===== src/rtl/fixed_mac_pe.sv =====
// Pipelined fixed-point MAC processing element: multiplies Q-format operand pairs,
// accumulates KERNEL_LEN products per window and emits one saturated result per window.
module fixed_mac_pe #(
  parameter int DATA_WIDTH = 16,
  parameter int FRAC_BITS  = 13,
  parameter int ACC_WIDTH  = 24,
  parameter int KERNEL_LEN = 8,
  parameter int CNT_WIDTH  = 8
) (
  input  logic                  clk,
  input  logic                  reset,
  input  logic                  clear,
  input  logic                  in_valid,
  output logic                  in_ready,
  input  logic [DATA_WIDTH-1:0] a,
  input  logic [DATA_WIDTH-1:0] b,
  output logic                  out_valid,
  input  logic                  out_ready,
  output logic [DATA_WIDTH-1:0] result,
  output logic                  sat
);

  localparam int PROD_WIDTH = 2 * DATA_WIDTH;

  localparam logic signed [ACC_WIDTH-1:0] SAT_MAX =
    {{(ACC_WIDTH-DATA_WIDTH+1){1'b0}}, {(DATA_WIDTH-1){1'b1}}};
  localparam logic signed [ACC_WIDTH-1:0] SAT_MIN =
    {{(ACC_WIDTH-DATA_WIDTH+1){1'b1}}, {(DATA_WIDTH-1){1'b0}}};
  localparam logic [CNT_WIDTH-1:0] LAST_CNT = CNT_WIDTH'(KERNEL_LEN - 1);

  logic signed [PROD_WIDTH-1:0] prodFull;
  logic signed [PROD_WIDTH-1:0] prodShift;
  logic signed [ACC_WIDTH-1:0]  prodExt;
  logic signed [ACC_WIDTH-1:0]  prodReg;
  logic                         pValid;
  logic signed [ACC_WIDTH-1:0]  acc;
  logic signed [ACC_WIDTH-1:0]  sum;
  logic [CNT_WIDTH-1:0]         cnt;
  logic                         lastCnt;
  logic                         satHi;
  logic                         satLo;
  logic [DATA_WIDTH-1:0]        satVal;
  logic                         accept;
  logic                         windowDone;

  // Handshakes: a transfer happens on a rising edge where valid & ready are both high;
  // a producer holds its payload stable while valid & ~ready, and ready never depends
  // on the partner's valid. in_ready only drops while a finished result is unclaimed.
  assign in_ready = ~(out_valid & ~out_ready);
  assign accept   = in_valid & in_ready;

  // Arithmetic shift floors the Q-format product; the size cast sign-extends or truncates.
  assign prodFull  = $signed(a) * $signed(b);
  assign prodShift = prodFull >>> FRAC_BITS;
  assign prodExt   = ACC_WIDTH'(prodShift);

  assign sum        = acc + prodReg;
  assign lastCnt    = (cnt == LAST_CNT);
  assign windowDone = pValid & ~clear & lastCnt;
  assign satHi      = (sum > SAT_MAX);
  assign satLo      = (sum < SAT_MIN);

  always_comb begin
    satVal = sum[DATA_WIDTH-1:0];
    if (satHi) begin
      satVal = {1'b0, {(DATA_WIDTH-1){1'b1}}};
    end else if (satLo) begin
      satVal = {1'b1, {(DATA_WIDTH-1){1'b0}}};
    end
  end

  always_ff @(posedge clk or negedge reset) begin
    if (!reset) begin
      pValid  <= 1'b0;
      prodReg <= '0;
      acc     <= '0;
      cnt     <= '0;
    end else if (clear) begin
      // Abort drops the partial window and any product still in flight.
      pValid <= 1'b0;
      acc    <= '0;
      cnt    <= '0;
    end else begin
      pValid <= accept;
      if (accept) begin
        prodReg <= prodExt;
      end
      if (pValid) begin
        if (lastCnt) begin
          acc <= '0;
          cnt <= '0;
        end else begin
          acc <= sum;
          cnt <= cnt + CNT_WIDTH'(1);
        end
      end
    end
  end

  // The result register is untouched by clear so an unclaimed result survives an abort.
  always_ff @(posedge clk or negedge reset) begin
    if (!reset) begin
      out_valid <= 1'b0;
      result    <= '0;
      sat       <= 1'b0;
    end else if (windowDone) begin
      out_valid <= 1'b1;
      result    <= satVal;
      sat       <= satHi | satLo;
    end else if (out_valid && out_ready) begin
      out_valid <= 1'b0;
    end
  end

endmodule


===== config.mk =====
export PLATFORM = sky130hd
export DESIGN_NAME = fixed_mac_pe
export DESIGN_NICKNAME = d
export VERILOG_FILES = /design/src/rtl/fixed_mac_pe.sv
export SDC_FILE = /design/constraint.sdc
export NUM_CORES = 1
export LEC_CHECK = 0
export BUFFER_PORTS_ARGS = -buffer_cell sky130_fd_sc_hd__buf_2
export CAP_MARGIN = 40
export CORE_ASPECT_RATIO = 1.75
export CORE_MARGIN = 2
export CORE_UTILIZATION = 45
export CTS_CLUSTER_SIZE = 8
export DETAILED_ROUTE_END_ITERATION = 7
export HOLD_SLACK_MARGIN = 0.12
export PLACE_DENSITY_LB_ADDON = 0.08
export SETUP_SLACK_MARGIN = 0.3
export SYNTH_ARGS = -nofsm -noshare
export SYNTH_HDL_FRONTEND = slang
export SYNTH_SLANG_ARGS = --single-unit
export TNS_END_PERCENT = 20

===== constraint.sdc =====
create_clock -name clk -period 3.7 [get_ports clk]
set_clock_uncertainty 0.05 [all_clocks]
set_input_delay 0.37 -clock clk [delete_from_list [all_inputs] [get_ports clk]]
set_output_delay 0.37 -clock clk [all_outputs]
set_load 0.01 [all_outputs]

# After elaboration in Yosys (flattened, before gate mapping)
# Index checks and enable logic that the tools add are counted.
[word_totals]
reg_bits = 70
[op_classes]
add_sub_neg = 2
multipliers = 1
magnitude_cmp = 2
n_eq_ne = 1
n_mux = 11
n_bitwise = 8
reduce_logical = 4
[ops]
columns = ["cell", "count"]
rows = [
  ["24-bit 2-to-1 mux", 3],
  ["16-bit by 16-bit multiplier with 32-bit output", 1],
  ["16-bit 2-to-1 mux", 2],
  ["24-bit by 19-bit adder with 24-bit output", 1],
  ["24-bit by 16-bit greater-than comparator with 1-bit output, second input constant", 1],
  ["24-bit by 16-bit less-than comparator with 1-bit output, second input constant", 1],
  ["8-bit 2-to-1 mux", 3],
  ["8-bit by 1-bit adder with 8-bit output, second input constant", 1],
  ["8-bit by 3-bit equality test with 1-bit output, second input constant", 1],
  ["1-bit bitwise AND", 4],
  ["2-bit nonzero test", 2],
  ["1-bit 2-to-1 mux", 3],
  ["1-bit inverter", 3],
  ["2-bit AND reduction", 1],
  ["1-bit logical AND", 1],
  ["1-bit bitwise OR", 1],
]

# Longest topological paths before layout
[logic_depth]
word_depth = 5
depth_mapped = 24
depth_no_buf = 23

# Worst setup path after synthesis
# OpenSTA, ideal clock, no wires.
[synth_timing]
path_kind = "input-to-reg"
from = "in a[15]"
to = "reg prodReg[16]"
setup_time_ns = 0.135
t_arrival_ns = 6.066
path_slack_ns = -2.551
cell_stages = 21
path_buffers = 1
path_cell_list = "clkbuf_1 nand2_1 fa_1 inv_1 fa_1 fa_1 fa_1 fa_1 inv_1 fa_1 inv_1 ha_1 a21o_1 a21o_1 a21o_1 a21o_1 a21o_1 a21o_1 a221oi_1 xor2_1 o21ai_0"
[synth_via]
elab_chain_len = 1
[synth_rtl]
columns = ["item", "line", "source"]
rows = [
  ["start, declared", "15", "input logic [DATA_WIDTH-1:0] a,"],
  ["16-bit by 16-bit multiplier with 32-bit output", "53", "assign prodFull = $signed(a) * $signed(b);"],
  ["end signal, assigned", "86", "prodReg <= prodExt;"],
  ["end, declared", "34", "logic signed [ACC_WIDTH-1:0] prodReg;"],
]
# Every way passes these cells.
# A chain may end at the register's enable or synchronous reset.

# Worst setup path after layout
[layout_timing]
from = "in a[15]"
to = "reg prodReg[18] (netlist name)"
[layout_via]
elab_chain_len = 1
[layout_rtl]
columns = ["item", "line"]
rows = [
  ["16-bit by 16-bit multiplier with 32-bit output", "53"],
]
# Every way passes these cells.

==> impl_metrics.ini <==
[outcome]
status = finished, violations left
violations = negative setup slack

[die]
fp-row-count = 84
die_h_microns = 235
start_util_pct = 45.6
io_pins = 56
die-area_sq_mm = 0.0318
dieWidth_microns = 136
core_sq_mm = 0.0300

[yosys]
yosysTopAreaCellShare_pct = 38.4
syn_nets = 1878
syn_area_per_cell_sq_um = 9.26
yosysUniqueCellTypes = 70
ys_ff_latch = 70
seq_area_frac_synth_pct = 12.8
ys.flop_type = dfrtp_1
syn_area_sq_mm = 0.0137
synth.largest_area_cell = fa_1
synth_area_leaders = fa_1 (38%), dfrtp_1 (13%), ha_1 (9.4%)
synthArstFlopShare_pct = 100
synthCells = 1476
ys_warn_count = 0
synth_edf_count = 0

[clocking]
root_buffer = clkbuf_16
cts_max_path_buffers = 2
clkTransAtPathRegs_ps = 60
htree_levels = 3
cts.sinks = 70
cts_tree = built
cts_buffers = 9
clock_latency_ps = 350

[grt]
gr-total-overflow = 0
grt_first_pass_wirelength_mm = 57.8
antenna_found_initial = 0
grtUsageTotal_pct = 23.1
grt_max_degree = 46
grt_pass1_vias = 11700

[setup_path]
critPathSlowestCell = fa_1
crit_type = in2reg
slowest_delay_ps = 530
setup.worst_path.start = a[15]
cp_max_fo = 4
crit_chain = buf_12 -> buf_12 -> nand2_8 -> inv_4 -> buf_6 -> fa_1 -> inv_2 -> fa_2 -> inv_2 -> fa_1 -> fa_2 -> fa_1 -> inv_1 -> fa_1 -> inv_2 -> ha_4 -> o2111a_2 -> and4_4 -> nor3_4 -> buf_4 -> or4_4 -> a21oi_4 -> nor3_1 -> nand3b_1
r2r-start = prodReg[14]
cp.required_ps = 3870
worst_ep_arrival_time_ps = 5750
cp_common_cell = fa_1
startpoint_type = primary input
worst_setup_path_end_kind = register

[timing]
fin_crit_sh_pct = 151
rsz0062_at_grt = true
fin_ws_ps = -1880
hold_viol = 0
setup_viol = 19
slew_viol_final = 0
worst_pin_slew_ps = 750
fmax_ghz = 0.179
fin_crit_ps = 5580
hold_slack_ps = 208
slew_headroom_pct = 49.8

[place]
post-dp-hpwl_mm = 29.7
gp_congestion = 0.870
io_buffers = 55

[cells_and_area]
diodes = 0
drive_gt1_share_pct = 23.7
nets = 2062
synthToLayoutAreaGrowth_pct = 24.0

[routing]
first_pass_iters = 5
wl_per_cell_microns = 17.0
drt-total-wl_mm = 34.9
drc_errors = 0
vias = 10600
ant_nets = 0
drt_iter0_markers = 359
vias_per_cell = 5.16

[job]
cap_viol_max_count = 0

[min_path]
min_from = clear
hold_path.class = in2reg
==> routing by layer <==
| layer | GRT usage, % | part of all wire (%) |
|---|---|---|
| met1 | 26.8 | 40 |
| met2 | 44.1 | 54 |
| met4 | 7.65 | 2.7 |
| met5 | 0 | 0 |
| met3 | 2.33 | 2.9 |
==> worst paths after layout <==
| check | to | slack (ps) | cells after the start |
|---|---|---|---|
| min in group asynchronous | result[0] | 430 | 2 |
| max in group asynchronous | prodReg[18] | 2620 | 3 |
| hold / removal | cnt[2] | 210 | 2 |
| setup reg to reg | result[2] | 380 | 12 |
| setup / recovery | prodReg[18] | -1880 | 24 |
| hold reg to reg | prodReg[5] | 440 | 2 |
==> flip-flops by register name, summed over array words and instances (netlist names) <==
register / count
acc: 24
prodReg: 19
result: 16
cnt: 8
out_valid: 1
pValid: 1
sat: 1
==> cell families after synthesis <==
| logic type | Yosys count | share of synthesized area (%) |
|---|---|---|
| DFF | 70 | 12.8 |
| adders and majority gates | 365 | 47.8 |
| and+or+nand+nor | 415 | 15.1 |
| muxes | 3 | 0.238 |
| xor gates and xnor gates | 46 | 3.00 |
| buffers and inverters | 363 | 10.1 |
| AOI/OAI and AO/OA | 214 | 11.0 |
==> cells in the mapped netlist (4+ instances only) <==
library cell,n
clkbuf_1,50
ha_1,103
a21oi_1,35
o21ai_0,58
inv_1,308
xor2_1,21
nor2_1,49
nor3b_1,4
a21o_1,18
nand3b_1,5
o22ai_1,14
dfrtp_1,70
o21a_1,4
fa_1,262
nand3_1,12
a22o_1,22
nand2_1,166
and2_1,119
o31ai_1,8
nor3_1,13
xnor2_1,24
nand4_1,10
nand2b_1,7
and3_1,8
a31oi_1,5
o21bai_1,8
a211oi_1,7
or3_1,5
==> cell usage in the layout, fill, tap and decap left out, types with 12 or more instances in the layout <==
master / synthesis / layout
xor2_1: 21 / 20
inv_2: 1 / 18
a21o_1: 18 / 18
buf_12: 0 / 12
and2_4: 0 / 12
fa_1: 262 / 247
o21ai_0: 58 / 45
o21ai_1: 3 / 14
and2_1: 119 / 107
a21oi_1: 35 / 22
fa_2: 0 / 15
a22o_1: 22 / 22
xnor2_1: 24 / 23
ha_1: 103 / 85
buf_2: 2 / 29
nor2_1: 49 / 44
buf_4: 0 / 152
ha_4: 0 / 14
inv_1: 308 / 290
nand2_1: 166 / 157
dfrtp_1: 70 / 70
buf_6: 2 / 26
==> stage by stage <==
step / setup TNS [ps] / instance area [sq um] / utilization [%] / setup slack (ps) / std cells
floorplan: -30130 / 13900 / - / -1880 / 1476
global placement: -39260 / 15600 / 52.2 / -2290 / 2017
detailed placement: -40160 / 15700 / 52.3 / -2340 / 2019
CTS: -29740 / 16500 / 55.2 / -1810 / 2049
global route: -33270 / 16900 / 56.6 / -2010 / 2052
finish: -29880 / 16900 / 56.6 / -1880 / 2052
==> critical path, delay by kind of cell <==
| kind | cells | cell delay [ps] |
|---|---|---|
| buf+inv | 9 | 690 |
| compound gates | 2 | 410 |
| simple gates | 6 | 1050 |
| fa+ha+maj | 7 | 3230 |
==> area by class of cell <==
type	count	area, sq um
Clock inverter	6	71.3
Multi-Input combinational cell	1043	11300
Sequential cell	70	1750
Fill cell	2730	13000
Clock buffer	10	229
Timing Repair Buffer	227	1960
Inverter	309	1160
Tap cell	387	484
==> repair_timing <==
action,CTS,global route
pin swaps,58,65
endpoints found under the hold margin,25,0
setup endpoints to repair,35,35
setup buffers,12,3
hold buffers,1,0
resized for setup,125,83
gates cloned,1,0
Power is not shown: default switching activity piles up to over one toggle a cycle in this logic, so the estimate is an artifact.
